--- config.mk ---
export PLATFORM = sky130hd
export DESIGN_NAME = demux_dois_fila
export DESIGN_NICKNAME = d
export VERILOG_FILES = /design/src/rtl/demux_dois_fila.sv
export SDC_FILE = /design/constraint.sdc
export NUM_CORES = 1
export LEC_CHECK = 0
export ABC_CLOCK_PERIOD_IN_PS = 2400
export BUFFER_PORTS_ARGS = -buffer_cell sky130_fd_sc_hd__buf_2
export CORE_AREA = 2 2 71 73
export DETAILED_ROUTE_END_ITERATION = 8
export DIE_AREA = 0 0 73 75
export PLACE_DENSITY = 0.78
export SYNTH_ARGS = -nofsm -noshare
export SYNTH_HDL_FRONTEND = slang
export SYNTH_SLANG_ARGS = --single-unit
--- constraint.sdc ---
create_clock -name clock -period 2.4 [get_ports clock]
set_input_delay 0.24 -clock clock [delete_from_list [all_inputs] [get_ports clock]]
set_output_delay 0.24 -clock clock [all_outputs]
set_load 0.01 [all_outputs]
--- src/rtl/demux_dois_fila.sv ---
// 1-to-2 demultiplexer with a valid/ready handshake.
// Each destination has its own small FIFO and a counter of the words it has accepted.
module demux_dois_fila #(
    parameter int LARGURA = 8,
    parameter int PROF    = 2
) (
    input  logic               clock,
    input  logic               reset,
    input  logic               selecao,
    input  logic [LARGURA-1:0] entrada,
    input  logic               valido_entrada,
    output logic               pronto_entrada,
    output logic [LARGURA-1:0] saida1,
    output logic               valido1,
    input  logic               pronto1,
    output logic [LARGURA-1:0] saida2,
    output logic               valido2,
    input  logic               pronto2,
    output logic [7:0]         contagem1,
    output logic [7:0]         contagem2
);

    localparam int PW = $clog2(PROF);
    localparam logic [PW:0]   CHEIO      = (PW+1)'(PROF);
    localparam logic [PW:0]   PASSO_OCUP = (PW+1)'(1);
    localparam logic [PW-1:0] PASSO_PTR  = PW'(1);

    logic [1:0]               pronto_dst;
    logic [1:0]               valido_dst;
    logic [1:0]               push;
    logic [1:0]               pop;
    logic [1:0][PW:0]         ocup;
    logic [1:0][LARGURA-1:0]  cabeca;
    logic [1:0][7:0]          contagem;

    assign pronto_dst = {pronto2, pronto1};

    // A full FIFO still accepts when its head leaves on the same edge.
    assign pronto_entrada = !reset &&
                            ((ocup[selecao] < CHEIO) ||
                             (valido_dst[selecao] && pronto_dst[selecao]));

    assign push = {selecao, !selecao} & {2{valido_entrada && pronto_entrada}};
    assign pop  = valido_dst & pronto_dst;

    for (genvar g = 0; g < 2; g++) begin : g_fila
        logic [LARGURA-1:0] mem [PROF];
        logic [PW-1:0]      ptr_esc;
        logic [PW-1:0]      ptr_lei;
        logic [PW:0]        ocup_q;
        logic [7:0]         cont_q;

        always_ff @(posedge clock) begin
            if (reset) begin
                ptr_esc <= '0;
                ptr_lei <= '0;
                ocup_q  <= '0;
                cont_q  <= '0;
            end else begin
                if (push[g]) begin
                    ptr_esc <= ptr_esc + PASSO_PTR;
                    cont_q  <= cont_q + 8'd1;
                end
                if (pop[g]) begin
                    ptr_lei <= ptr_lei + PASSO_PTR;
                end
                case ({push[g], pop[g]})
                    2'b10:   ocup_q <= ocup_q + PASSO_OCUP;
                    2'b01:   ocup_q <= ocup_q - PASSO_OCUP;
                    default: ocup_q <= ocup_q;
                endcase
            end
        end

        // When full, ptr_esc equals ptr_lei: the old head is presented before the edge that overwrites it.
        always_ff @(posedge clock) begin
            if (!reset && push[g]) begin
                mem[ptr_esc] <= entrada;
            end
        end

        assign ocup[g]       = ocup_q;
        assign valido_dst[g] = !reset && (ocup_q != '0);
        assign cabeca[g]     = valido_dst[g] ? mem[ptr_lei] : '0;
        assign contagem[g]   = cont_q;
    end

    assign saida1    = cabeca[0];
    assign saida2    = cabeca[1];
    assign valido1   = valido_dst[0];
    assign valido2   = valido_dst[1];
    assign contagem1 = contagem[0];
    assign contagem2 = contagem[1];

endmodule

* Word level (Yosys, flattened, before mapping) *
Memories as Yosys holds them, arrays and structs flattened. A register that Yosys moved wholly into a read port is not among the register bits.
Cells that the tools add are included.

storage, ports and cells
  register bits after elaboration = 24
  bits in writable memories = 32
  input bits = 14
  output and inout bits = 35
  word-level logic and storage cells = 60
  memories = 2

operators by class
  add/sub/neg operators = 10
  $lt $le $gt $ge = 2
  equality and inequality tests = 4
  muxes and demuxes = 18
  bitwise gates (word level) = 2
  reduce and logical (&&, ||, !) cells = 14

memories
  name           depth  width  read ports  clocked after Yosys merged registers in  wr ports  line  source
  g_fila[0].mem  2      8      1           1                                        1         47    logic [LARGURA-1:0] mem [PROF];
  g_fila[1].mem  2      8      1           1                                        1         47

operator list
  cell                   count
  $add A8 B1 Y8 const B  2
  $mux W8                2
  $mux W1                12
  $pmux W2 S2            2
  $reduce_bool A2 Y1     4
  $logic_and A1 B1 Y1    7
  $add A1 B1 Y1 const B  4
  $add A2 B1 Y2 const B  2
  $and A2 B2 Y2          2
  $eq A2 B1 Y1 const B   2
  $eq A2 B2 Y1 const B   2
  $mux W2                2
  $sub A2 B1 Y2 const B  2
  $logic_not A1 Y1       2
  $lt A1 B2 Y1 const B   1
  $lt A2 B2 Y1 const B   1
  $logic_or A1 B1 Y1     1

* Longest topological paths before layout *
Gate-level depths: netlist of run 1.

  word-level depth = 12
  mapped depth = 8

* Least setup slack after synthesis of run 1 *
Ideal clock, no wire load.

  path type = reg-to-reg
  start = reg g_fila[0].ocup_q[1]
  end = reg g_fila[0].ocup_q[1]
  setup time = 70 ps
  arrival = 1680 ps
  slack = 651 ps
  cell stages (with the launch flop) = 7
  buffers on the path = 0
  period minus slack after synthesis = 1749 ps
  cells stage by stage = dfxtp_1 -> o21bai_2 -> inv_1 -> and2_1 -> ha_1 -> or3_1 -> a21oi_1

on the way
  elaborated cells on any way between the ends = 19
  classes of those cells = 2 x add/sub; 1 x order compare; 2 x eq/ne; 5 x mux; 2 x bitwise; 7 x reduce/logical

RTL lines
  element                                            line  source
  start: declaration                                 50    logic [PW:0] ocup_q;
  start signal: assignment                           68    2'b10: ocup_q <= ocup_q + PASSO_OCUP;
  start signal: assignment                           69    2'b01: ocup_q <= ocup_q - PASSO_OCUP;
  start signal: assignment                           70    default: ocup_q <= ocup_q;
  $reduce_bool A2 Y1 (*)                             83    assign valido_dst[g] = !reset && (ocup_q != '0);
  $logic_and A1 B1 Y1 (*)                            83
  net valido1                                        14    output logic valido1,
  $and A2 B2 Y2 (*)                                  44    assign pop = valido_dst & pronto_dst;
  net pop[0]                                         31    logic [1:0] pop;
  $eq A2 B1 Y1 or $eq A2 B2 Y1 (tied branches)       67    case ({push[g], pop[g]})
  $pmux W2 S2 or $reduce_bool A2 Y1 (tied branches)  n/a

Mark *: on every way through the listed nets, which the timed path passes. The rest lies on a longest branch. The select of a mux whose other input is x is not followed.
A chain may end at the register's enable or synchronous reset.

* Worst setup path in the final report of run 1 *
  start = reg g_fila[0].ocup_q[1]
  end = reg g_fila[0].ocup_q[1]

on the way
  elaborated cells on any way between the ends = 19
  classes of those cells = 2 x add/sub; 1 x order compare; 2 x eq/ne; 5 x mux; 2 x bitwise; 7 x reduce/logical

RTL lines
  element                                            line
  $reduce_bool A2 Y1 (*)                             83
  $logic_and A1 B1 Y1 (*)                            83
  $and A2 B2 Y2 (*)                                  44
  net pop[0]                                         31
  $eq A2 B1 Y1 or $eq A2 B2 Y1 (tied branches)       67
  $pmux W2 S2 or $reduce_bool A2 Y1 (tied branches)  n/a

Marks and branches as above.

==> results of run 1 <==
## layer usage
metal,track usage (%),up-vias
met5,0,-
met3,4.42,9
li1,-,819
met1,23.5,754
met2,28.9,46
met4,11.3,0
## layout make-up
type                       instances  share of cell area (%)
clock buffer                      10                    4.28
clock inverter                     6                    3.53
inverter                           4                   0.504
multi-input combinational        133                    30.6
sequential                        58                    49.7
tap                               54                    2.27
timing repair buffer              52                    9.07
## flip-flops by register name (all words and copies together) (netlist names), named ones only
register and count:
g_fila.ocup_q 4, g_fila.mem 32, g_fila.ptr_lei 2, contagem2 8, g_fila.ptr_esc 2, contagem1 8
## layout by cell type (no fill, tap or decap), types with 2 or more instances in the layout
cell type / netlist / layout
nand2b_1: 2 / 2
and2_1: 3 / 3
buf_4: 0 / 4
nor2_1: 41 / 41
dfxtp_1: 26 / 26
edfxtp_1: 32 / 32
nor4_2: 4 / 4
clkinv_2: 0 / 3
nor2b_1: 2 / 2
bufinv_16: 0 / 3
nand4_1: 3 / 3
ha_1: 4 / 4
nor4_1: 2 / 2
mux2i_1: 18 / 18
buf_2: 4 / 48
nand2_1: 6 / 6
a21oi_1: 4 / 4
nand3_1: 5 / 5
or3_1: 3 / 3
o21bai_2: 2 / 2
o21ai_0: 3 / 3
clkbuf_8: 0 / 9
nand4b_1: 2 / 2
xnor2_1: 13 / 13
xor2_1: 7 / 7
inv_1: 3 / 3
and3_1: 3 / 3
## critical path, cell delays in order (launching register included)
cell      delay, ns
dfxtp_1        0.36
o21bai_2       0.39
inv_1          0.14
and2_1         0.21
ha_1           0.33
or3_1          0.37
a21oi_1        0.15
## how the worst max path moves through the flow
stage,start,endpoint,slack (ns),depth (start not counted)
after CTS,g_fila[0].ocup_q[1],g_fila[0].ocup_q[1],0.34,6
after global routing,g_fila[0].ocup_q[1],g_fila[0].ocup_q[1],0.21,6
after floorplan,g_fila[0].ocup_q[1],g_fila[0].ocup_q[1],0.65,6
after detailed placement,reset,g_fila[0].ocup_q[1],0.41,7
final,g_fila[0].ocup_q[1],g_fila[0].ocup_q[1],0.37,6
after global placement,reset,g_fila[0].ocup_q[1],0.48,7
## cell families after synthesis
group,after synthesis,share of synthesized area [%]
AO/OA/AOI/OAI,10,2.67
XOR/XNOR,20,7.19
adder cells (fa/ha/maj),4,2.05
buffers and inverters,10,1.75
flip-flops,58,60.8
multiplexers,18,7.40
AND/OR/NAND/NOR,81,18.1
## per-stage QoR
step	cell area, µm²	worst slack [ns]	hold WS, ns	utilization, %
after floorplan	2440	0.651	0.339	-
after global placement	2750	0.478	0.457	58.9
after detailed placement	2750	0.412	0.456	58.9
after CTS	2980	0.338	0.113	63.9
after global routing	2980	0.214	0.111	63.9
final	2980	0.374	0.133	63.9
## power by group
group / total [µW] / switching (µW) / internal (µW)
logic: 135 / 77.6 / 57.6
registers: 1090 / 21.7 / 1070
clock network: 1050 / 363 / 684
total: 2280 / 462 / 1810
==> run summary, run 1 <==
Outcome -> finished clean
Routed WL -> 4660 µm
Worst Reg2Reg Path Length in Cells -> 6
Multi-input gate area -> 912 µm²
Synthesized instance count -> 201
Die H -> 75 µm
Top-count cell post-synth -> nor2_1
Least-Margin Pin Slew -> 0.532 ns
Hold Startpoint -> entrada[5]
HP Class -> primary input to flop
Synth top cells by count -> nor2_1 (41), edfxtp_1 (32), dfxtp_1 (26), mux2i_1 (18), xnor2_1 (13)
Layout cell share with drive strength beyond 1 -> 29.7%
Top-area cell type share of the netlist area -> 39.4%
Initial Util -> 52.3%
PortBufs -> 48
Synthesized Nets -> 219
Placed cell count -> 301
Number of cells on the worst hold path -> 1
Max Cap Viol -> 0
Metal2 WL -> 2180 µm
GPL Wtd Cong -> 0.773
DIE AREA -> 5480 µm²
Vias in the first global route -> 1550
Total track usage -> 18.5%
Post-route insts no fill -> 317
DRT met1 WL -> 2190 µm
Drt wl/cell -> 14.7 µm
Setup slack, reg-to-reg -> 0.37 ns
Highest routed layer -> met4
Met3 wire len -> 206 µm
Area Growth Syn to Fin -> 22.3%
Synth area leader -> edfxtp_1
DR pass1 iterations -> 4
Mapped Area -> 2440 µm²
Detail Route Antenna Nets -> 0
H-tree depth -> 3
Crit path kind -> flop to flop
WHS Endpoint -> g_fila[0].mem[1][5]
Worst path arrival time -> 2.28 ns
R2r endpoint -> g_fila[0].ocup_q[1]
Post-synth ARST share -> 0%
FILL cells -> 368
Final Hold Fails -> 0
CTS tree -> yes
DR vias -> 1628
Crit path capture type -> flop
TritonCTS buffer count -> 9
# rows -> 25
Final net count -> 276
Sequential area share after synthesis -> 60.8%
Synth unique cells -> 31
Setup Buffers After CTS -> 0
Power per cell area -> 764 nW/µm²
Total Power -> 2280 µW
DR vias/cell -> 5.14
Reg2Reg Launch Point -> g_fila[0].ocup_q[1]
Top_reg_cell synth -> edfxtp_1
Worst IR drop on VDD -> 0.483 mV
Number of synthesized flops with an enable pin -> 32
Gr ovfl total -> 0
Ant. Diodes -> 0
Clk_skew -> 0.00377 ns
Clock buffer depth -> 2
DIE WIDTH -> 73 µm
Final Cycle Share -> 84.4%
Global-route wire length before repair -> 7370 µm
Cts repair resizes -> 0
Seq. cell area -> 1480 µm²
Final slew viol count -> 0
Final HPWL DP -> 3020 µm
DRC -> 0
Rel. slew slack -> 64.5%
Final setup vio count -> 0
Core ar. -> 4660 µm²
Hold-fix buffers at CTS -> 0
Top post-synthesis cells by area -> edfxtp_1 (39%), dfxtp_1 (21%), mux2i_1 (7.4%)
1st-iter DRT viols -> 63
Io pins -> 49
CP required -> 2.65 ns
CTS Root Buffer Type -> clkbuf_8
Clk sinks -> 58
Fmax -> 493 MHz
Worst Setup Start Kind -> flop
Clk slew on worst S/H paths -> 0.06 ns
Leakage power figure -> 0.00117 µW
Clock latency on the worst-skew pair -> 0.32 ns
Initial antenna violation count -> 0
Minimum clock period after layout -> 2.03 ns
RSZ-0062 raised after global routing -> no
Worst-path fanout max -> 9
Setup TNS -> 0 ns
Seq cells post-synth -> 58
Syn_area_per_cell -> 12.1 µm²
Yosys warning count -> 0
Largest net degree at the start of global routing -> 20
Power figures use the tool's default switching activity.
==> inputs of run 2 (changes only) <==
- ABC_CLOCK_PERIOD_IN_PS: 2400 -> 2050
- clock period: 2.4 -> 2.05 ns (I/O delays scaled with it)
==> run 2 against run 1 <==
  * Critical endpoint unchanged
  * Clock power shrank 17%
  * Critical path depth shrank 1
  * Non-clock buffer count grew 5
  * Largest cell class unchanged
  * Die area is the same
  * Final area shrank 1.0%
  * Largest power group unchanged
  * Combinational power grew 21%
==> run summary, run 2 (synthesis gave the netlist of run 1 again) <==
Outcome -> finished clean
Gr ovfl total -> 0 (unchanged)
RSZ-0062 raised after global routing -> no
Largest Register -> g_fila.mem
PortBufs -> 48 (unchanged)
DIE WIDTH -> 73 µm (unchanged)
DRC -> 0 (unchanged)
Clk sinks -> 58 (unchanged)
Largest register FFs -> 32 (unchanged)
Most frequent cells in the layout -> buf_2 (48), nor2_1 (41), edfxtp_1 (32)
Leakage power figure -> 0.00115 µW (-1.3%)
Cell internal pwr -> 1790 µW (-1.1%)
Initial antenna violation count -> 0 (unchanged)
Max Cap Viol -> 0 (unchanged)
Detail Route Antenna Nets -> 0 (unchanged)
Final Hold Fails -> 0 (unchanged)
# rows -> 25 (unchanged)
Die H -> 75 µm (unchanged)
Final Cycle Share -> 84.8% (+0.41 points)
Minimum clock period after layout -> 1.74 ns (-0.287 ns)
Crit path capture type -> flop
Worst path max stage delay -> 0.38 ns (about the same)
Final setup vio count -> 0 (unchanged)
H-tree depth -> 3 (unchanged)
Most common cell after layout, fill and taps aside -> buf_2
Clk slew on worst S/H paths -> 0.06 ns (about the same)
Worst Path Buf+Inv -> 0 (-1)
Sw Pwr -> 525 µW (+14%)
Global-route wire length before repair -> 7410 µm (+0.56%)
Switching part of the total power -> 22.6% (+2.3 points)
DR vias/cell -> 5.21 (+1.5%)
Top cell family by delay on the critical path -> simple AND/OR/NAND/NOR gates
Crit path kind -> flop to flop
TritonCTS buffer count -> 9 (unchanged)
CTS tree -> yes
Power per cell area -> 786 nW/µm² (+3.0%)
Final HPWL DP -> 3170 µm (+4.9%)
Largest net degree at the start of global routing -> 15 (-25%)
Vias in the first global route -> 1542 (-0.52%)
Final net count -> 281 (+1.8%)
Rel. slew slack -> 65.7% (+1.3 points)
Routed WL -> 4540 µm (-2.6%)
Worst IR drop on VDD -> 0.367 mV (-24%)
Final slew viol count -> 0 (unchanged)
Fmax -> 575 MHz (+17%)
Area Growth Syn to Fin -> 21.1%
CTS Root Buffer Type -> clkbuf_8
DIE AREA -> 5480 µm² (unchanged)
Core ar. -> 4660 µm² (unchanged)
DR pass1 iterations -> 4 (unchanged)
Drt wl/cell -> 14.1 µm (-4.1%)
HP Class -> primary input to flop
Worst Setup Start Kind -> flop
Clock buffer depth -> 2 (unchanged)
DR vias -> 1679 (+3.1%)
CP required -> 2.31 ns (-0.34 ns)
FILL cells -> 367 (-0.27%)
Hold-fix buffers at CTS -> 0 (unchanged)
Critical path, cell by cell -> nand2b_1 -> nand2_1 -> ha_1 -> or3_1 -> a21oi_1
Io pins -> 49 (unchanged)
Worst-path fanout max -> 7 (-2)
Least-Margin Pin Slew -> 0.513 ns (-0.0191 ns)
Layout cell share with drive strength beyond 1 -> 29.9% (+0.19 points)
Cts repair resizes -> 0 (unchanged)
1st-iter DRT viols -> 85 (+35%)
Ant. Diodes -> 0 (unchanged)
Initial Util -> 52.3% (unchanged)
Clock latency on the worst-skew pair -> 0.33 ns (about the same)
Setup TNS -> 0 ns (unchanged)
Comb power frac -> 7.1% (+1.2 points)
Total track usage -> 18.6% (+0.082 points)
CP max stage cell -> ha_1
Reg power frac -> 55.2% (+7.2 points)
GPL Wtd Cong -> 0.816 (+5.5%)
Clock power frac -> 37.7% (-8.3 points)
Clk_skew -> 0.00648 ns (+0.00271 ns)
Total Power -> 2320 µW (+1.9%)
Setup Buffers After CTS -> 0 (unchanged)
Worst path arrival time -> 2.00 ns (-0.28 ns)
==> run 2: changes by cell type in the layout (fill, tap and decap cells not counted), sizes merged <==
cell | previous run | this run
bufinv | 3 | 0
buf | 52 | 57
clkbuf | 10 | 13
clkinvlp | 0 | 1
clkinv | 3 | 2
==> run 2: final cells by class <==
type                       instances  area (µm²)  share of cell area (%)
inverter                           4        15.0                   0.509
tap                               54        67.6                    2.29
timing repair buffer              57         308                    10.4
sequential                        58        1480                    50.2
multi-input combinational        133         912                    30.9
clock buffer                      13         149                    5.05
clock inverter                     3        16.3                   0.552
==> run 2: power by group through the flow <==
stage,Clock [µW],Sequential (µW),Combinational [µW]
after detailed placement,0,1300,166
after global placement,0,1300,162
final,875,1280,164
after floorplan,0,1290,101
after global routing,949,1280,181
after CTS,900,1280,167
==> run 2: stage by stage <==
stage	instance area [µm²]	utilization, %	std cells	hold WS [ns]	setup slack (ns)
2_1_floorplan	2440	-	201	0.304	0.301
3_3_place_gp	2780	59.7	306	0.422	0.343
3_5_place_dp	2780	59.7	306	0.424	0.274
4_1_cts	2950	63.3	322	0.0744	0.297
5_1_grt	2950	63.3	322	0.0790	0.201
6_report	2950	63.3	322	0.0839	0.311
==> run 2: layer usage <==
layer	GRT usage (%)	vias to the layer above	share of wire, %
li1	-	826	-
met1	23.8	787	46
met2	29.0	60	46
met3	4.02	6	5.9
met4	11.7	0	1.3
met5	0	-	0
==> run 2: worst register-to-register path, stage by stage, from the launching register on <==
cell and delay, ns:
dfxtp_1 0.35, nand2b_1 0.23, nand2_1 0.21, ha_1 0.38
or3_1 0.36, a21oi_1 0.14
==> run 2: worst paths after layout <==
| check | start | endpoint | slack, ns | cells after the start |
|---|---|---|---|---|
| setup / recovery | g_fila[0].ocup_q[1] | g_fila[0].ocup_q[1] | 0.31 | 5 |
| hold / removal | entrada[5] | g_fila[0].mem[1][5] | 0.08 | 1 |
| setup reg to reg | g_fila[0].ocup_q[1] | g_fila[0].ocup_q[1] | 0.31 | 5 |
| hold reg to reg | contagem1[6] | contagem1[6] | 0.49 | 1 |
==> inputs of run 3 (changes only) <==
- ABC_CLOCK_PERIOD_IN_PS: 2050 -> 1800
- clock period: 2.05 -> 1.8 ns (I/O delays scaled with it)
==> run 3 against run 2 <==
  * Die area is the same
  * Final area is 3.6% higher
  * Routed wire length grew 3.6%
  * Total power increased by 33%
  * Sequential power rose by 14%
  * Via count rose by 0.24%
  * Setup slack got worse by 0.20 ns
  * Critical path depth is 1 higher
  * Global-route usage increased by 0.32 points
  * Highest routed layer unchanged
==> run summary, run 3 (synthesis gave the netlist of run 1 again) <==
# rows -> 25 (unchanged)
RSZ-0062 raised after global routing -> no
CP max stage cell -> or3_1
Worst IR drop on VDD -> 0.815 mV (+120%)
Final Cycle Share -> 93.6% (+8.7 points)
Worst Setup Start Kind -> flop
Pre-CTS setup slack -> 0.122 ns (-0.153 ns)
Worst Reg2Reg Path Length in Cells -> 6 (+1)
CTS tree -> yes
Worst path max stage delay -> 0.37 ns (about the same)
Final HPWL DP -> 3260 µm (+2.8%)
Setup slack, reg-to-reg -> 0.12 ns (-0.20 ns)
Clk slew on worst S/H paths -> 0.07 ns (about the same)
Final net count -> 285 (+1.4%)
Detail Route Antenna Nets -> 0 (unchanged)
Most frequent cells in the layout -> buf_2 (48), nor2_1 (41), edfxtp_1 (32)
Global-route wire length before repair -> 7630 µm (+3.0%)
Clock latency on the worst-skew pair -> 0.33 ns (about the same)
Critical path, cell by cell -> o21bai_2 -> inv_1 -> and2_1 -> ha_1 -> or3_1 -> a21oi_1
Layout cell share with drive strength beyond 1 -> 32.0% (+2.1 points)
Total track usage -> 19.0% (+0.32 points)
Largest register FFs -> 32 (unchanged)
Initial antenna violation count -> 0 (unchanged)
PortBufs -> 48 (unchanged)
DIE WIDTH -> 73 µm (unchanged)
Routed WL -> 4700 µm (+3.6%)
HP Class -> primary input to flop
Final setup vio count -> 0 (unchanged)
Cts repair resizes -> 0 (unchanged)
Vias in the first global route -> 1685 (+9.3%)
Initial Util -> 52.3% (unchanged)
Final Hold Fails -> 0 (unchanged)
Worst path arrival time -> 1.94 ns (-0.06 ns)
GPL Wtd Cong -> 0.767 (-5.9%)
Hold-fix buffers at CTS -> 0 (unchanged)
Gr ovfl total -> 0 (unchanged)
Final Cell Area -> 3060 µm² (+3.6%)
CP required -> 2.06 ns (-0.25 ns)
Largest net degree at the start of global routing -> 11 (-4)
Ant. Diodes -> 0 (unchanged)
Clk sinks -> 58 (unchanged)
Clk_skew -> 0.00360 ns (-0.00288 ns)
Crit path kind -> flop to flop
DR vias/cell -> 5.16 (-0.99%)
CTS Root Buffer Type -> clkbuf_8
Drt wl/cell -> 14.4 µm (+2.3%)
DRC -> 0 (unchanged)
Clock buffer depth -> 2 (unchanged)
Core ar. -> 4660 µm² (unchanged)
TritonCTS buffer count -> 9 (unchanged)
Final slew viol count -> 0 (unchanged)
H-tree depth -> 3 (unchanged)
Area Growth Syn to Fin -> 25.4%
FILL cells -> 359 (-2.2%)
DIE AREA -> 5480 µm² (unchanged)
DRT met1 WL -> 2100 µm (about the same)
Cell Area, Placed -> 2810 µm² (+1.1%)
1st-iter DRT viols -> 67 (-21%)
R2r endpoint -> g_fila[0].ocup_q[1]
Outcome -> finished clean
Crit path capture type -> flop
Minimum clock period after layout -> 1.68 ns (-0.0547 ns)
Largest Register -> g_fila.mem
Fmax -> 594 MHz (+3.2%)
Final setup margin -> 0.115 ns (-0.195 ns)
Most common cell after layout, fill and taps aside -> buf_2
Worst setup path end -> g_fila[0].ocup_q[1]
Rel. slew slack -> 66.4% (+0.66 points)
DR vias -> 1683 (+0.24%)
Worst-path fanout max -> 5 (-2)
Metal2 WL -> 2250 µm (+6.9%)
Leakage power figure -> 0.00121 µW (+5.3%)
Critical path origin -> g_fila[0].ocup_q[1]
DR pass1 iterations -> 4 (unchanged)
Io pins -> 49 (unchanged)
Power per cell area -> 1010 nW/µm² (+29%)
Setup TNS -> 0 ns (unchanged)
Setup Buffers After CTS -> 0 (unchanged)
Die H -> 75 µm (unchanged)
Reg2Reg Launch Point -> g_fila[0].ocup_q[1]
Max Cap Viol -> 0 (unchanged)
Highest routed layer -> met4
Met3 wire len -> 252 µm (-6.7%)
Least-Margin Pin Slew -> 0.503 ns (-0.00987 ns)
==> run 3: cell types whose count changed in the layout (fill, tap and decap cells not counted) <==
cell        change
buf_4           +4
clkinvlp_4      -1
clkinv_2        +1
clkbuf_1        -3
bufinv_16       +3
==> run 3: layout make-up <==
type	count	area (µm²)	area share (%)
clock buffer	10	138	4.50
clock inverter	6	104	3.40
inverter	4	15.0	0.491
multi-input combinational	133	912	29.9
sequential	58	1480	48.5
tap	54	67.6	2.21
timing repair buffer	61	338	11.1
==> run 3: per-layer routing <==
layer	vias up	global-route usage, %
li1	840	-
met1	778	22.6
met2	56	31.4
met3	9	5.49
met4	0	9.67
met5	-	0
==> run 3: worst min path at each step <==
| stage | from | cells after the start | endpoint | slack [ns] |
|---|---|---|---|---|
| CTS | entrada[5] | 1 | g_fila[0].mem[1][5] | 0.04 |
| global route | entrada[3] | 1 | g_fila[1].mem[1][3] | 0.05 |
| detailed placement | entrada[5] | 1 | g_fila[1].mem[0][5] | 0.40 |
| finish | entrada[5] | 1 | g_fila[0].mem[1][5] | 0.06 |
| global placement | entrada[5] | 1 | g_fila[1].mem[0][5] | 0.40 |
| floorplan | entrada[0] | 0 | g_fila[0].mem[0][0] | 0.28 |
==> run 3: critical path, delay by kind of cell, from the launching register on <==
family                     cells  cell delay (ns)
AOI/OAI and AO/OA              2             0.32
and+or+nand+nor                2             0.55
adders and majority gates      1             0.32
DFF                            1             0.36
buffers and inverters          1             0.06
==> run 3: where the power goes <==
group,internal (µW),switching [µW]
logic,88.2,106
registers,1430,28.2
clock network,947,494
total,2460,628
==> run 3: through the flow <==
stage                     hold slack (ns)  power [µW]  util, %  instances
after floorplan                     0.279        1590        -        201
after global placement              0.396        1670     60.4        310
after detailed placement            0.398        1680     60.4        310
after CTS                          0.0448        3120     65.6        326
after global routing               0.0546        3200     65.6        326
final                              0.0592        3090     65.6        326
